## src/rtl/display_scan_ctrl.sv

```systemverilog
// Time-multiplexed seven-segment scan controller: double-buffered digit codes,
// per-slot blanking gap, optional leading-zero suppression.
//
// state | meaning
// BLANK | gap between digits, all enables off, seg_code = 1F
// SHOW  | digit idx enabled, seg_code = its effective code
module display_scan_ctrl #(
   parameter int NUM_DIGITS   = 4,
   parameter int CLK_DIV      = 1000,
   parameter int BLANK_CYCLES = 16,
   parameter int AW           = 2
) (
   input  logic                  clk,
   input  logic                  rst_n,
   input  logic                  wr_en,
   input  logic [AW-1:0]         wr_addr,
   input  logic [4:0]            wr_code,
   input  logic                  wr_commit,
   input  logic                  lz_en,
   input  logic                  blank_all,
   output logic [4:0]            seg_code,
   output logic [NUM_DIGITS-1:0] digit_en_n,
   output logic                  frame_start,
   output logic                  commit_busy
);

   localparam int SHOW_CYCLES = CLK_DIV - BLANK_CYCLES;
   localparam int CW          = $clog2(CLK_DIV + 1);
   localparam logic [4:0] CODE_OFF = 5'h1F;
   localparam logic [NUM_DIGITS-1:0] ALL_OFF = '1;

   typedef enum logic {BLANK, SHOW} state_t;

   state_t                state;
   logic [CW-1:0]         cnt;
   logic [AW-1:0]         idx;
   logic [AW-1:0]         idx_next;
   logic [4:0]            shadow  [NUM_DIGITS];
   logic [4:0]            display [NUM_DIGITS];
   logic [4:0]            code_hold;
   logic [4:0]            eff_code;
   logic                  pending;
   logic [NUM_DIGITS-1:0] zero_from;
   logic [NUM_DIGITS-1:0] en_idx;
   logic                  blank_done;
   logic                  show_done;
   logic                  wr_ok;
   logic                  run_zero;

   // zero_from[i]: every display digit from i up to the MSD is zero
   always_comb begin
      run_zero  = 1'b1;
      zero_from = '0;
      for (int i = NUM_DIGITS - 1; i >= 0; i--) begin
         run_zero     = run_zero && (display[i] == 5'd0);
         zero_from[i] = run_zero;
      end
   end

   assign eff_code   = (lz_en && (idx != '0) && zero_from[idx]) ? CODE_OFF : display[idx];
   assign en_idx     = ~(NUM_DIGITS'(1) << idx);
   assign idx_next   = (idx == AW'(NUM_DIGITS - 1)) ? '0 : idx + AW'(1);
   assign blank_done = (state == BLANK) && (cnt == CW'(BLANK_CYCLES - 1));
   assign show_done  = (state == SHOW) && (cnt == CW'(SHOW_CYCLES - 1));
   assign wr_ok      = wr_en && (int'(wr_addr) < NUM_DIGITS);
   assign commit_busy = pending;

   always_ff @(posedge clk or negedge rst_n) begin
      if (!rst_n) begin
         state       <= BLANK;
         cnt         <= '0;
         idx         <= '0;
         code_hold   <= CODE_OFF;
         seg_code    <= CODE_OFF;
         digit_en_n  <= ALL_OFF;
         frame_start <= 1'b0;
      end else begin
         frame_start <= 1'b0;
         case (state)
            BLANK: begin
               seg_code   <= CODE_OFF;
               digit_en_n <= ALL_OFF;
               if (blank_done) begin
                  state     <= SHOW;
                  cnt       <= '0;
                  code_hold <= eff_code;
                  if (!blank_all) begin
                     seg_code   <= eff_code;
                     digit_en_n <= en_idx;
                  end
               end else begin
                  cnt <= cnt + CW'(1);
               end
            end
            SHOW: begin
               if (show_done) begin
                  state       <= BLANK;
                  cnt         <= '0;
                  idx         <= idx_next;
                  frame_start <= (idx_next == '0);
                  seg_code    <= CODE_OFF;
                  digit_en_n  <= ALL_OFF;
               end else begin
                  cnt <= cnt + CW'(1);
                  // code_hold keeps lz_en/display fixed for the whole slot
                  if (blank_all) begin
                     seg_code   <= CODE_OFF;
                     digit_en_n <= ALL_OFF;
                  end else begin
                     seg_code   <= code_hold;
                     digit_en_n <= en_idx;
                  end
               end
            end
            default: begin
               state <= BLANK;
               cnt   <= '0;
            end
         endcase
      end
   end

   always_ff @(posedge clk or negedge rst_n) begin
      if (!rst_n) begin
         pending <= 1'b0;
         for (int i = 0; i < NUM_DIGITS; i++) begin
            shadow[i]  <= '0;
            display[i] <= '0;
         end
      end else begin
         if (wr_ok) begin
            shadow[wr_addr] <= wr_code;
         end
         // copy sees pre-write shadow; a commit on this edge re-arms for next frame
         if (frame_start && pending) begin
            for (int i = 0; i < NUM_DIGITS; i++) begin
               display[i] <= shadow[i];
            end
            pending <= wr_commit;
         end else if (wr_commit) begin
            pending <= 1'b1;
         end
      end
   end

endmodule
```

## config.mk

```make
export PLATFORM = sky130hd
export DESIGN_NAME = display_scan_ctrl
export DESIGN_NICKNAME = d
export VERILOG_FILES = /design/src/rtl/display_scan_ctrl.sv
export SDC_FILE = /design/constraint.sdc
export NUM_CORES = 1
export LEC_CHECK = 0
export CAP_MARGIN = 10
export CORE_MARGIN = 3
export CORE_UTILIZATION = 52
export CTS_BUF_LIST = sky130_fd_sc_hd__clkbuf_16
export CTS_CLUSTER_SIZE = 10
export DETAILED_ROUTE_END_ITERATION = 6
export DONT_BUFFER_PORTS = 1
export PLACE_DENSITY = 0.79
export SYNTH_ARGS = -nofsm -noshare
export SYNTH_HDL_FRONTEND = slang
export SYNTH_SLANG_ARGS = --single-unit
```

## constraint.sdc

```tcl
create_clock -name clk -period 1.78 [get_ports clk]
set_clock_uncertainty 0.05 [all_clocks]
set_input_delay 0.089 -clock clk [delete_from_list [all_inputs] [get_ports clk]]
set_output_delay 0.089 -clock clk [all_outputs]
set_load 0.02 [all_outputs]
```

==> results of run 1 <==
==> cell usage in the layout (no fill, tap or decap), drive strengths merged, types with 2 or more instances in the layout <==
cell type,count
inv,11
mux2i,5
nand4,2
clkbuf,9
nor2,12
nor4,3
dfrtp,55
nand2b,2
dlygate4sd3,8
clkinv,3
mux2,41
or4,2
a2bb2oi,5
dfstp,14
ha,5
nor3,2
xor2,3
xnor2,5
buf,15
nand2,14
nand3,6
clkinvlp,2
and3,5
mux4,5
o21ai,3
nand3b,3
==> cell usage after synthesis, types with 2 or more instances <==
master | instances | area (sq um)
nand4_1 | 2 | 12.5
nand2b_1 | 2 | 12.5
clkbuf_1 | 5 | 18.8
a2bb2oi_1 | 5 | 43.8
and3_1 | 5 | 31.3
xnor2_1 | 5 | 43.8
or4_1 | 2 | 15.0
inv_1 | 10 | 37.5
nor2_1 | 12 | 45.0
dfrtp_1 | 55 | 1380
xor2_1 | 3 | 26.3
mux4_2 | 4 | 90.1
mux2_2 | 41 | 462
mux2i_1 | 5 | 50.1
nor4_1 | 2 | 12.5
dfstp_2 | 14 | 368
nand3_1 | 5 | 25.0
nor3_1 | 2 | 10.0
nand2_1 | 14 | 52.6
nand3b_1 | 3 | 22.5
ha_1 | 5 | 62.6
==> layer usage <==
metal | track usage (%) | routed length, microns | vias up
met5 | 0 | 0 | -
met4 | 9.63 | 98 | 0
met3 | 5.32 | 242 | 11
met2 | 29.1 | 2670 | 50
met1 | 25.7 | 2650 | 901
li1 | - | - | 830
==> flip-flops by register name, indices dropped and copies added (netlist names) <==
register and flops:
frame_start 1, state 1, commit_busy 1, digit_en_n 4
shadow 20, seg_code 5, idx 2, cnt 10
code_hold 5, display 20
==> worst min-delay path, stage by stage <==
cell	delay [ns]
nor2_1	0.03
o21ai_2	0.05
buf_6	0.12
a2bb2oi_2	0.13
==> per-stage QoR <==
step	setup WS, ns	hold slack [ns]
6_report	-0.0725	0.0868
5_1_grt	-0.130	0.110
4_1_cts	0.0000220	0.0826
3_5_place_dp	-0.0409	-0.255
3_3_place_gp	-0.0538	-0.255
2_1_floorplan	0.0343	-0.257
==> cell type report <==
type / instances / area, sq um / share of cell area (%)
Clock buffer: 9 / 225 / 6.26
Clock inverter: 7 / 65.1 / 1.81
Inverter: 10 / 37.5 / 1.04
Multi-Input combinational cell: 131 / 1220 / 34.0
Sequential cell: 69 / 1740 / 48.5
Tap cell: 70 / 87.6 / 2.43
Timing Repair Buffer: 23 / 216 / 6.01
==> final timing paths <==
path / startpoint / to / slack [ns]
setup / recovery: display[2] / code_hold[3] / -0.07
hold / removal: blank_all / seg_code[1] / 0.09
setup reg to reg: display[2] / code_hold[3] / -0.07
hold reg to reg: cnt[0] / cnt[0] / 0.42
max in group asynchronous: rst_n / code_hold[4] / 1.11
min in group asynchronous: rst_n / cnt[6] / 0.26
==> kinds of logic after synthesis <==
logic type | Yosys count | synth area share, %
AO/OA/AOI/OAI | 12 | 3.09
multiplexers | 51 | 21.2
buffers and inverters | 16 | 2.07
flip-flops | 69 | 59.0
XOR/XNOR | 8 | 2.37
AND/OR/NAND/NOR | 55 | 10.1
adder cells (fa/ha/maj) | 5 | 2.12
==> power groups by stage <==
stage	combinational [mW]	clock (mW)	sequential (mW)
floorplan	0.0950	0	1.73
global placement	0.103	0	1.75
detailed placement	0.111	0	1.76
CTS	0.171	1.74	1.73
global route	0.187	1.82	1.74
finish	0.167	1.71	1.73
==> repair_timing <==
action                     4_1_cts  5_1_grt
gates resized for setup         10        7
setup endpoints to repair       10       17
buffers inserted                 2        1
hold endpoints to repair        96        0
pin swaps                        3        6
hold buffers                     9        0
==> impl_metrics.csv, run 1 <==
group,metric,value,unit
floorplanning,design.die.area,6630,sq um
synthesis,avgSynthCellArea,13.7,sq um
flow_run,maxCapViolCount,0,
timing,final.setup.tns,-0.308,ns
routing,wl_per_cell,17.8,microns
routing,antenna_left,0,
worst_setup_path,arrival,2.07,ns
placement,postPlaceCellArea,3100,sq um
power_and_ir_drop,vdd.ir_drop.worst,0.707,mV
timing,min_period,1.85,ns
routing,via_count,1792,
clock_network,cts_buffer_depth,2,
clock_network,clk_pin_slew,0.05,ns
clock_network,clock_sinks,69,
timing,worst_slew_pin_slew,0.538,ns
placement,dp_hpwl,3670,microns
cells_and_area,final_area,3600,sq um
cells_and_area,fillerInstances,365,
synthesis,ys_seq_area_share,59.0,%
synthesis,synth_seq_cells,69,
floorplanning,pin_count,24,
synthesis,synth.distinct_cells,36,
floorplanning,fp-row-count,26,
power_and_ir_drop,p_leak,1.67,nW
power_and_ir_drop,seq_power_share,48.0,%
worst_setup_path,critPathMaxFanout,5,
timing,post-route-period-util,104,%
power_and_ir_drop,pwr-share-comb,4.6,%
clock_network,cts_tree,"built",
worst_setup_path,crit_cells,5,
routing,viasPerCell,5.62,
worst_setup_path,max_stage_delay,0.53,ns
timing,rsz0062_at_grt,"yes",
timing,slew_viol_final,0,
routing,wl,5670,microns
synthesis,syn_inst,216,
grt,antenna_found_initial,0,
placement,io_buffers,0,
synthesis,synth_nets,234,
power_and_ir_drop,swShare,21.3,%
cells_and_area,final_util,67.9,%
placement,gp_congestion,0.821,
run_status,outcome,"finished, violations left",
synthesis,synth_edf_count,0,
worst_setup_path,crit_required,2.00,ns
synthesis,ys.flop_type,"dfrtp_1",
cells_and_area,drive_gt1_share,42.2,%
synthesis,synth_warnings,0,
cells_and_area,area_delta_synth_final,21.8,%
worst_setup_path,path_buf_inv,0,
timing,setup_violations,5,
routing,drcViolationCount,0,
power_and_ir_drop,p_per_area,1000,nW/um^2
clock_network,cts_htree_levels,3,
worst_setup_path,cp-end-kind,"register",
worst_setup_path,slowest_stage,"or4b_4",
cells_and_area,num_antenna_cells,0,
clock_network,cts_buffers,9,
worst_setup_path,cp_cell_sequence,"or4b_4, nor4_2, o21ai_1, or3_4, nand2_1",
floorplanning,dieHeight,81.4,microns
worst_setup_path,start_kind,"register",
grt,track_usage,19.3,%
timing,setup_slack,-0.0725,ns
clock_network,clock_latency,0.33,ns
worst_setup_path,cp_top_family,"simple AND/OR/NAND/NOR gates",
hold_path,worstHoldPathType,"in2reg",
power_and_ir_drop,power.share.clock,47.4,%
hold_path,whs_path_depth,4,
cells_and_area,stdcell_count,319,
synthesis,async_reset_ff_share,100,%
timing,max_freq,540,MHz
grt,grt_overflow_total,0,
grt,grt_pass1_vias,1862,
synthesis,syn_area,2960,sq um
routing,initialDrtViolationCount,89,
clock_network,clockRootBuffer,"clkbuf_16",
power_and_ir_drop,power_switching,0.769,mW
power_and_ir_drop,finalPower,3.61,mW
grt,grt_max_degree,70,
grt,grt_pass1_wl,9260,microns
worst_setup_path,reg2reg_depth,5,
power_and_ir_drop,internal-power,2.84,mW
timing,relSlewSlack,64.0,%
floorplanning,coreArea,5300,sq um
timing,hold_viol,0,
routing,dr.pass1.iters,4,
worst_setup_path,crit_type,"reg2reg",
cells_and_area,final_nets,262,
floorplanning,fp.dieW,81.4,microns
run_status,violations,"setup timing",
floorplanning,start_util,55.8,%
placement,dp.cells,291,
(Power assumes the default switching activity.)
==> inputs of run 2 (changes only) <==
TNS_END_PERCENT = 30   (was default)
==> run 2 against run 1 <==
  * Largest power group unchanged
  * Hold slack about the same
  * Sequential power about the same
  * Via count down 0.50%
  * Cell count unchanged
  * Global-route usage down 0.095 points
  * Non-clock buffer count unchanged
  * Worst setup slack worse by 0.0047 ns
  * Wire length about the same
  * Register-to-register slack about the same
  * The flow still finishes with violations (setup timing)
==> impl_metrics.csv, run 2 (synthesis gave the netlist of run 1 again) <==
group,metric,value,unit
grt,track_usage,19.2,%
power_and_ir_drop,pwr-share-comb,4.6,%
clock_network,cts_htree_levels,3,
clock_network,cts_tree,"built",
timing,hold_viol,0,
placement,dp_hpwl,3670,microns
worst_setup_path,crit_type,"reg2reg",
worst_setup_path,start_kind,"register",
clock_network,cts_buffers,9,
clock_network,cts_buffer_depth,2,
cells_and_area,final_nets,262,
floorplanning,design.die.area,6630,sq um
routing,initialDrtViolationCount,89,
routing,viasPerCell,5.59,
cells_and_area,fillerInstances,366,
placement,postPlaceCellArea,3100,sq um
timing,worst_slew_pin_slew,0.540,ns
clock_network,clock_latency,0.33,ns
floorplanning,dieHeight,81.4,microns
routing,via_count,1783,
placement,io_buffers,0,
timing,rsz0062_at_grt,"yes",
worst_setup_path,arrival,2.08,ns
cells_and_area,final_cell_mix,"dfrtp_1, mux2_2, dfstp_2",
power_and_ir_drop,swShare,21.5,%
cells_and_area,multi_input_area,1220,sq um
routing,wl,5660,microns
grt,grt_max_degree,70,
grt,grt_pass1_wl,9230,microns
run_status,outcome,"finished, violations left",
worst_setup_path,crit_required,2.00,ns
placement,dp.cells,291,
timing,slew_viol_final,0,
power_and_ir_drop,power.share.clock,47.5,%
power_and_ir_drop,internal-power,2.84,mW
placement,gp_congestion,0.821,
floorplanning,coreArea,5300,sq um
timing,setup_slack,-0.0772,ns
timing,setup_violations,5,
clock_network,clock_sinks,69,
timing,min_period,1.86,ns
timing,relSlewSlack,63.9,%
cells_and_area,reg_top3,"display: 20 flops, shadow: 20 flops, cnt: 10 flops",
power_and_ir_drop,p_leak,1.67,nW
grt,grt_overflow_total,0,
power_and_ir_drop,seq_power_share,47.9,%
grt,antenna_found_initial,0,
cells_and_area,seqCellArea,1740,sq um
clock_network,clockRootBuffer,"clkbuf_16",
hold_path,worstHoldPathType,"in2reg",
routing,dr.pass1.iters,4,
timing,final.setup.tns,-0.348,ns
flow_run,maxCapViolCount,0,
run_status,violations,"setup timing",
clock_network,clk_pin_slew,0.05,ns
floorplanning,start_util,55.8,%
timing,max_freq,538,MHz
power_and_ir_drop,vdd.ir_drop.worst,0.709,mV
power_and_ir_drop,power_switching,0.777,mW
cells_and_area,stdcell_count,319,
cells_and_area,num_antenna_cells,0,
routing,antenna_left,0,
cells_and_area,area_delta_synth_final,21.8,%
floorplanning,pin_count,24,
cells_and_area,drive_gt1_share,42.2,%
worst_setup_path,critPathMaxFanout,5,
power_and_ir_drop,p_per_area,1000,nW/um^2
grt,grt_pass1_vias,1861,
timing,post-route-period-util,104,%
routing,drcViolationCount,0,
routing,wl_per_cell,17.8,microns
worst_setup_path,cp-end-kind,"register",
cells_and_area,final_area,3600,sq um
floorplanning,fp-row-count,26,
floorplanning,fp.dieW,81.4,microns
cells_and_area,mostFrequentLayoutCell,"dfrtp_1",
run 2: cell counts in the layout (fill, tap and decap cells not counted):
No cell type changed its count.
run 2: cell type report:
type	count	area share (%)
Clock buffer	9	6.26
Clock inverter	7	1.81
Inverter	10	1.04
Multi-Input combinational cell	131	34.0
Sequential cell	69	48.5
Tap cell	70	2.43
Timing Repair Buffer	23	6.01
run 2: critical path: stages, from the launching register on:
cell and delay, ns:
dfrtp_1 0.40, or4b_4 0.54, nor4_2 0.16, o21ai_1 0.14
or3_4 0.44, nand2_1 0.08
run 2: power groups by stage:
| stage | clock (mW) | sequential (mW) | combinational [mW] |
|---|---|---|---|
| after global placement | 0 | 1.75 | 0.103 |
| after detailed placement | 0 | 1.76 | 0.111 |
| after global routing | 1.82 | 1.74 | 0.187 |
| after CTS | 1.74 | 1.73 | 0.171 |
| final | 1.72 | 1.73 | 0.167 |
| after floorplan | 0 | 1.73 | 0.0950 |
run 2: layer usage:
layer / share of wire, % / track usage (%) / vias to the layer above
met3: 3.9 / 5.32 / 7
met2: 47 / 28.7 / 41
li1: - / - / 832
met4: 1.5 / 9.63 / 0
met1: 48 / 25.7 / 903
met5: 0 / 0 / -
run 2: final timing paths:
kind	cells past startpoint	start	slack, ns	to
worst min register to register	1	cnt[0]	0.42	cnt[0]
max in group asynchronous	2	rst_n	1.10	code_hold[1]
worst max-delay path	5	display[2]	-0.08	code_hold[1]
worst min-delay path	4	blank_all	0.09	seg_code[1]
worst max register to register	5	display[2]	-0.08	code_hold[1]
min in group asynchronous	2	rst_n	0.25	cnt[5]
run 2: timing repair:
| action | CTS | global route |
|---|---|---|
| resized for setup | 9 | 8 |
| hold buffers | 9 | 0 |
| hold endpoints to repair | 96 | 0 |
| setup endpoints to repair | 10 | 17 |
| pin swaps | 3 | 6 |
| buffers inserted | 1 | 2 |
run 2: metrics by stage:
step / util [%] / hold slack, ns / setup WS (ns) / power, mW
after floorplan: - / -0.257 / 0.0343 / 1.83
after global placement: 58.5 / -0.255 / -0.0538 / 1.86
after detailed placement: 58.5 / -0.255 / -0.0409 / 1.87
after CTS: 67.0 / 0.0826 / -0.00410 / 3.64
after global routing: 67.9 / 0.110 / -0.124 / 3.75
final: 67.9 / 0.0864 / -0.0772 / 3.62
==> inputs of run 3 (changes only) <==
PLACE_DENSITY = default   (was 0.79)
PLACE_DENSITY_LB_ADDON = 0.3   (was default)
==> run 3 against run 2 <==
  * The run ends with hold timing, setup timing left
  * Sequential share of layout area down 0.084 points
  * Cell count down 0.31%
  * Power up 0.97%
  * Count of clock-buffer cells in the layout unchanged
  * Wire length down 0.69%
  * Sequential cell count unchanged
  * Via count down 0.11%
  * First-iteration DRC count down 5.6%
  * Non-clock buffer count down 1
  * Critical path type unchanged
  * Largest cell class unchanged
==> impl_metrics.csv, run 3 (synthesis gave the netlist of run 1 again) <==
group,metric,value,unit
run_status,outcome,"finished, violations left",
run_status,violations,"hold timing, setup timing",
worst_setup_path,cp_cell_sequence,"or4b_4, nor4_4, o21ai_2, or3_4, nand2_1",
power_and_ir_drop,vdd.ir_drop.worst,0.637,mV
routing,wl_per_cell,17.7,microns
hold_path,worstHoldPathType,"in2reg",
hold_path,whs_path_depth,3,
worst_setup_path,critPathMaxFanout,5,
cells_and_area,num_antenna_cells,0,
cells_and_area,mostFrequentLayoutCell,"dfrtp_1",
worst_setup_path,max_stage_delay,0.53,ns
placement,postPlaceCellArea,3100,sq um
clock_network,clock_latency,0.33,ns
power_and_ir_drop,p_per_area,1010,nW/um^2
grt,track_usage,19.3,%
floorplanning,fp-row-count,26,
clock_network,cts_buffers,9,
grt,antenna_found_initial,0,
cells_and_area,final_cell_mix,"dfrtp_1, mux2_2, dfstp_2",
cells_and_area,final_nets,261,
floorplanning,design.die.area,6630,sq um
cells_and_area,area_delta_synth_final,22.0,%
worst_setup_path,arrival,2.03,ns
routing,topRoutingLayerUsed,"met4",
floorplanning,fp.dieW,81.4,microns
power_and_ir_drop,p_leak,1.67,nW
clock_network,cts_tree,"built",
routing,wl_met2,2680,microns
timing,slew_viol_final,0,
grt,grt_overflow_total,0,
worst_setup_path,r2r_setup_slack,-0.03,ns
worst_setup_path,crit_type,"reg2reg",
floorplanning,coreArea,5300,sq um
worst_setup_path,reg2reg_depth,5,
timing,hold_viol,1,
routing,dr.pass1.iters,4,
cells_and_area,final_area,3610,sq um
grt,grt_pass1_vias,1804,
worst_setup_path,reg2reg_to,"code_hold[4]",
timing,hold_ws,-0.00129,ns
timing,min_period,1.81,ns
floorplanning,start_util,55.8,%
floorplanning,dieHeight,81.4,microns
placement,pre_cts_ws,-0.0595,ns
cells_and_area,fillerInstances,355,
worst_setup_path,timing.rr.start,"display[3]",
worst_setup_path,cp_top_family,"simple AND/OR/NAND/NOR gates",
clock_network,clockRootBuffer,"clkbuf_16",
routing,met3WireLength,218,microns
routing,viasPerCell,5.60,
clock_network,cts_htree_levels,3,
placement,gp_congestion,0.810,
clock_network,clk_pin_slew,0.06,ns
placement,io_buffers,0,
timing,max_freq,553,MHz
worst_setup_path,slowest_stage,"or4b_4",
worst_setup_path,path_buf_inv,0,
floorplanning,pin_count,24,
routing,antenna_left,0,
timing,worst_slew_pin_slew,0.448,ns
clock_network,clock_sinks,69,
routing,drcViolationCount,0,
cells_and_area,reg_top3,"display: 20 flops, shadow: 20 flops, cnt: 10 flops",
routing,via_count,1781,
worst_setup_path,cp-end-kind,"register",
grt,grt_pass1_wl,9230,microns
clock_network,cts_buffer_depth,2,
timing,setup_violations,5,
hold_path,hold_end,"seg_code[2]",
worst_setup_path,start_kind,"register",
timing,post-route-period-util,102,%
cells_and_area,drive_gt1_share,43.1,%
timing,rsz0062_at_grt,"yes",
placement,dp_hpwl,3690,microns
worst_setup_path,crit_required,2.00,ns
timing,setup_slack,-0.0270,ns
routing,wl,5620,microns
timing,relSlewSlack,70.0,%
grt,grt_max_degree,70,
hold_path,min_from,"blank_all",
routing,initialDrtViolationCount,84,
flow_run,maxCapViolCount,0,
routing,m1WireLength,2640,microns
==> run 3: changes by cell type in the layout (fill, tap and decap cells not counted), moves of 2 or more <==
cell / delta
nand2_1: -2
clkinv_1: -3
nand2_2: +2
a2bb2oi_2: -3
a2bb2oi_1: +3
clkinv_4: +3
==> run 3: worst max-delay path by stage <==
stage	slack [ns]	cells past startpoint	start	to
2_1_floorplan	0.03	7	idx[0]	code_hold[3]
3_3_place_gp	0.02	5	display[16]	seg_code[4]
3_5_place_dp	-0.06	5	display[17]	seg_code[4]
4_1_cts	-0.03	5	display[17]	seg_code[2]
5_1_grt	-0.09	5	display[16]	code_hold[4]
6_report	-0.03	5	display[3]	code_hold[4]
==> run 3: routing by layer <==
metal,GRT usage (%),up-vias
met1,26.5,912
met2,28.2,34
li1,-,828
met5,0,-
met4,8.61,0
met3,5.76,7
==> run 3: final cells by class <==
cell class	count	area (sq um)	area share [%]
flip-flops and latches	69	1740	48.4
multi-input cells	131	1230	34.1
clock buffers	9	225	6.25
repair buffers	22	205	5.69
well taps	70	87.6	2.43
clock inverters	7	76.3	2.12
inverters	10	37.5	1.04
==> run 3: stage by stage <==
| step | setup TNS, ns | cells | power [mW] | utilization (%) |
|---|---|---|---|---|
| global placement | 0 | 291 | 1.86 | 58.5 |
| detailed placement | -0.201 | 291 | 1.87 | 58.5 |
| finish | -0.106 | 318 | 3.65 | 68.0 |
| CTS | -0.197 | 317 | 3.69 | 66.8 |
| floorplan | 0 | 216 | 1.83 | - |
| global route | -0.594 | 318 | 3.80 | 68.0 |
==> run 3: power by group <==
group          switching, mW  total, mW  internal, mW  leakage, nW
Clock                  0.666       1.75          1.09        0.142
Combinational         0.0699      0.164        0.0941        0.675
Sequential            0.0630       1.73          1.67        0.852
Total                  0.799       3.65          2.85         1.67
==> run 3: tightest hold or removal path, cell delays in order <==
cell       delay, ns
nor2_2          0.03
o21ai_4         0.09
a2bb2oi_2       0.13
==> run 3: what timing repair did <==
item / in CTS / in global routing
pin swaps: 3 / 2
endpoints found under the hold margin: 99 / 0
gates resized for setup: 7 / 11
buffers inserted: 1 / 1
hold buffers: 9 / 0
endpoints found under the setup margin: 10 / 12
